==> src/rtl/random_color.sv <==
// ---------------------------------------------------------------------------
// random_color
//   Pseudo-random 8-bit colour source for the VGA controller. It sits beside
//   the pixel pipeline. A 16-bit maximal-length Galois LFSR advances once per
//   update tick, and on that tick its low byte is registered onto the output
//   as an RGB332 pixel colour. The block is synchronous to the reference
//   clock; only the reset acts asynchronously.
//
// Parameters
//   SEED    LFSR reset value. A value of 0 is replaced by 16'h0001 so the
//           LFSR cannot lock up.
//   TAPS    Galois feedback mask. The default 16'hB400 gives
//           x^16+x^14+x^13+x^11+1.
//   PERIOD  Number of clocks per update tick (must be >= 1). A value of 1
//           produces a new colour on every clock.
//
// Ports
//   clk_referencia  in   1  reference clock, rising-edge active
//   reset           in   1  asynchronous reset, active low
//   data            out  8  colour: [7:5]=R, [4:2]=G, [1:0]=B
// ---------------------------------------------------------------------------
module random_color #(
    parameter logic [15:0] SEED   = 16'hACE1,
    parameter logic [15:0] TAPS   = 16'hB400,
    parameter int          PERIOD = 1
) (
    input  logic       clk_referencia,
    input  logic       reset,
    output logic [7:0] data
);

    localparam int          CNT_W    = $clog2(PERIOD) + 1;
    localparam logic [15:0] SEED_EFF = (SEED == 16'h0000) ? 16'h0001 : SEED;
    localparam logic [CNT_W-1:0] CNT_LAST = CNT_W'(PERIOD - 1);

    logic [15:0]      lfsr_q, lfsr_d;
    logic [CNT_W-1:0] cnt_q,  cnt_d;
    logic [7:0]       data_q, data_d;
    logic             tick;

    // One Galois step: shift right, then fold the feedback mask back in
    // whenever a 1 is shifted out of bit 0.
    function automatic logic [15:0] lfsr_step(input logic [15:0] s);
        return {1'b0, s[15:1]} ^ (s[0] ? TAPS : 16'h0000);
    endfunction

    // With PERIOD==1, CNT_LAST is 0. The tick is then always high and the
    // counter stays at 0.
    always_comb begin
        tick   = (cnt_q == CNT_LAST);
        cnt_d  = tick ? '0 : cnt_q + 1'b1;
        lfsr_d = lfsr_q;
        data_d = data_q;
        if (tick) begin
            lfsr_d = lfsr_step(lfsr_q);
            data_d = lfsr_d[7:0];
        end
    end

    always_ff @(posedge clk_referencia or negedge reset) begin
        if (!reset) begin
            lfsr_q <= SEED_EFF;
            cnt_q  <= '0;
            data_q <= 8'h00;
        end else begin
            lfsr_q <= lfsr_d;
            cnt_q  <= cnt_d;
            data_q <= data_d;
        end
    end

    assign data = data_q;

endmodule

==> config.mk <==
export PLATFORM = sky130hd
export DESIGN_NAME = random_color
export DESIGN_NICKNAME = d
export VERILOG_FILES = /design/src/rtl/random_color.sv
export SDC_FILE = /design/constraint.sdc
export NUM_CORES = 1
export LEC_CHECK = 0
export BUFFER_PORTS_ARGS = -buffer_cell sky130_fd_sc_hd__buf_2
export CELL_PAD_IN_SITES_DETAIL_PLACEMENT = 0
export CELL_PAD_IN_SITES_GLOBAL_PLACEMENT = 1
export CORE_AREA = 2 2 39 41
export CTS_BUF_LIST = sky130_fd_sc_hd__clkbuf_8
export CTS_CLUSTER_SIZE = 40
export DETAILED_ROUTE_END_ITERATION = 10
export DIE_AREA = 0 0 41 43
export GPL_TIMING_DRIVEN = 1
export PLACE_DENSITY = 0.73
export SLEW_MARGIN = 10
export SYNTH_ARGS = -nofsm -noshare
export SYNTH_HDL_FRONTEND = slang
export SYNTH_SLANG_ARGS = --single-unit
==> constraint.sdc <==
create_clock -name clk_referencia -period 1.04 [get_ports clk_referencia]
set_input_delay 0.104 -clock clk_referencia [delete_from_list [all_inputs] [get_ports clk_referencia]]
set_output_delay 0.104 -clock clk_referencia [all_outputs]
set_load 0.005 [all_outputs]
Word level (Yosys, flattened, before mapping):

Index checks and enable logic that the tools add are counted.

* flip-flop bits (word level): 25
* output and inout port bits: 8
* word-level logic and storage cells: 7

* add/sub/neg operators: 1
* muxes and demuxes: 2
* bitwise operators: 1

Operators by type and width (count)
* $mux W16: 1
* $xor A15 B16 Y16: 1
* $add A1 B1 Y1 const B: 1
* $mux W1: 1

Longest topological paths before layout:

* depth after elaboration: 2
* mapped depth: 1
* mapped depth without buffers: 1

Worst setup path before layout:

No wires, ideal clock.

* kind: reg2reg
* start: register lfsr_q[0]
* end: register lfsr_q[13]
* arrival time: 0.683 ns
* slack: 0.283 ns
* cell stages (with the launch flop): 2
* buffers on the path: 0
* path through: dfstp_2 xor2_1

* cells in the longest elaborated chain, start to end: 2

Ends and longest elaborated chain
* from (decl): line 36 `logic [15:0] lfsr_q, lfsr_d;`
* from (signal assigned): line 66 `lfsr_q <= lfsr_d;`
* $mux W16: line 44 `return {1'b0, s[15:1]} ^ (s[0] ? TAPS : 16'h0000);`
* $xor A15 B16 Y16: line 44

No other way between the ends.
A chain may end at the register's enable or synchronous reset.

==> results.cfg <==
[logic_synthesis]
yosys_warnings = 0
synth_cell_types = 4
netlist_top_cells_area = dfrtp_1 53%, dfstp_2 37%, buf_4 5.3%
synthCells = 27
ys_ff_latch = 20
syn_nets = 29
syn-cell-area_um2 = 567
seq_area_frac_synth_pct = 90.1
synth_top_area_cell = dfrtp_1
avgSynthCellArea_um2 = 21.0
synth.top_cell.area_share_pct = 53.0

[die]
die_x_um = 41
core_um2 = 1380
io_pins = 10
die_area_um2 = 1760
initial_core_util_pct = 41.0
core.rowCount = 14
die_h_um = 43

[global_route]
track_usage_pct = 11.3
overflow = 0
grt_max_degree = 21
antenna_found_initial = 0
grt_pass1_wl_um = 1100
grt_pass1_vias = 222

[layout]
area_growth_syn_to_layout_pct = 17.7
insertedDiodeCount = 0
fillers = 120
layout-drive-gt1-share_pct = 56.8
instances_no_fill = 53
mostFrequentLayoutCell = dfrtp_1
mostFrequentLayoutCells = 12 x dfrtp_1, 9 x buf_2, 8 x dfstp_2
final_nets = 40

[clock_tree]
clkTransAtPathRegs_ns = 0.07
cts_tree = built
clock_path_buffers = 2
cts_root_buffer = clkbuf_8
numCtsBuffers = 3
postCtsResizedCells = 0
htreeDepth = 1
clk_latency_ns = 0.26
clkSinkCount = 20

[routing]
wl_per_cell_um = 13.9
wirelength_um = 736
first_pass_iters = 1
vias = 213
remaining_drc_errors = 0
dr.first_iter.drc_count = 0
ant_nets = 0
via_per_inst = 4.02

[sta]
hold_viol_final = 0
fin_ws_ns = 0.128
whs_ns = 0.304
relSlewSlack_pct = 72.6
finalSetupTns_ns = 0
finalMaxSlewViolations = 0
setup_viol = 0
clock_skew_ns = 0.000501
fmax_mhz = 1100
rsz0062_at_grt = false
fin_crit_sh_pct = 87.7
worst_pin_slew_ns = 0.411
period_needed_ns = 0.912

[place]
dp_cells = 48
io_buffers = 9
post-place-ws_ns = 0.186
place_congestion = 0.618

[worst_setup_path]
crit_type = register to primary output
worst_setup_path_start_kind = register
end_kind = primary output
regToRegSetupSlack_ns = 0.20
path_max_fanout = 3
slowest_stage = dfrtp_1
crit_path_max_incr_delay_ns = 0.41
arrival_ns = 0.81
crit_path_cell_trace = buf_2
crit_required_ns = 0.94
critPathBufInv = 1
critPathTopFamily = flip-flops

[hold_path]
hp-class = input pin to asynchronous set/reset pin

[power]
pwr-share-comb_pct = 1.3
max-vdd-ir-drop_mv = 0.755
pwr_density_cell_nw_per_um2 = 2060
switching_share_pct = 18.3
sequentialPowerShare_pct = 56.8
p_sw_uw = 251
power_uw = 1370
internal_power_uw = 1120
clock_power_share_pct = 41.9
p_leak_uw = 0.000360

[job]
cap_violations = 0

[run_status]
status = completed
==> power by group through the flow <==
stage          Clock [uW]  Sequential [uW]  Combinational [uW]
6_report              574              779                17.5
3_3_place_gp            0              793                14.1
3_5_place_dp            0              793                15.6
4_1_cts               589              779                18.5
5_1_grt               623              779                21.0
2_1_floorplan           0              793           0.0000504
==> per-stage QoR <==
step	utilization, %	instance area (um2)
3_5_place_dp	43.5	602
6_report	48.2	667
3_3_place_gp	43.5	602
4_1_cts	48.2	667
5_1_grt	48.2	667
2_1_floorplan	-	567
==> cells in the mapped netlist <==
master,number
xor2_1,3
dfstp_2,8
buf_4,4
dfrtp_1,12
==> repair_timing <==
action | 4_1_cts | 5_1_grt
setup endpoints to repair | 0 | 0
hold buffers | 1 | 0
buffers inserted | 0 | 0
endpoints found under the hold margin | 12 | 0
==> final timing paths <==
check,startpoint,endpoint,cells after the start
worst min-delay path,reset,data[0]$_DFF_PN0_,2
min in group clk_referencia,lfsr_q[9]$_DFF_PN0_,lfsr_q[8]$_DFF_PN0_,0
worst max-delay path,lfsr_q[1]$_DFF_PN0_,data[1],1
worst min register to register,lfsr_q[9]$_DFF_PN0_,lfsr_q[8]$_DFF_PN0_,0
worst max register to register,lfsr_q[0]$_DFF_PN1_,lfsr_q[12]$_DFF_PN0_,1
max in group asynchronous,reset,lfsr_q[6]$_DFF_PN1_,2
==> logic make-up after synthesis <==
kind of cell / after synthesis / synth area share (%)
flip-flops: 20 / 90.1
XOR/XNOR: 3 / 4.64
buffers and inverters: 4 / 5.30
==> flip-flops by register name, indices dropped and copies added (netlist names) <==
register and cells:
data 4, lfsr_q 16
==> area by class of cell <==
class	count	area (um2)	share of cell area [%]
clock buffers	4	55.1	8.26
multi-input cells	3	26.3	3.94
repair buffers	10	55.1	8.26
flip-flops and latches	20	510	76.5
well taps	16	20.0	3.00
==> layer usage <==
| layer | up-vias | global-route usage, % | wire (um) |
|---|---|---|---|
| met1 | 103 | 13.8 | 330 |
| met5 | - | 0 | 0 |
| met3 | 3 | 6.28 | 62 |
| li1 | 96 | - | - |
| met2 | 11 | 12.8 | 314 |
| met4 | 0 | 12.0 | 29 |
(Power assumes the default switching activity.)
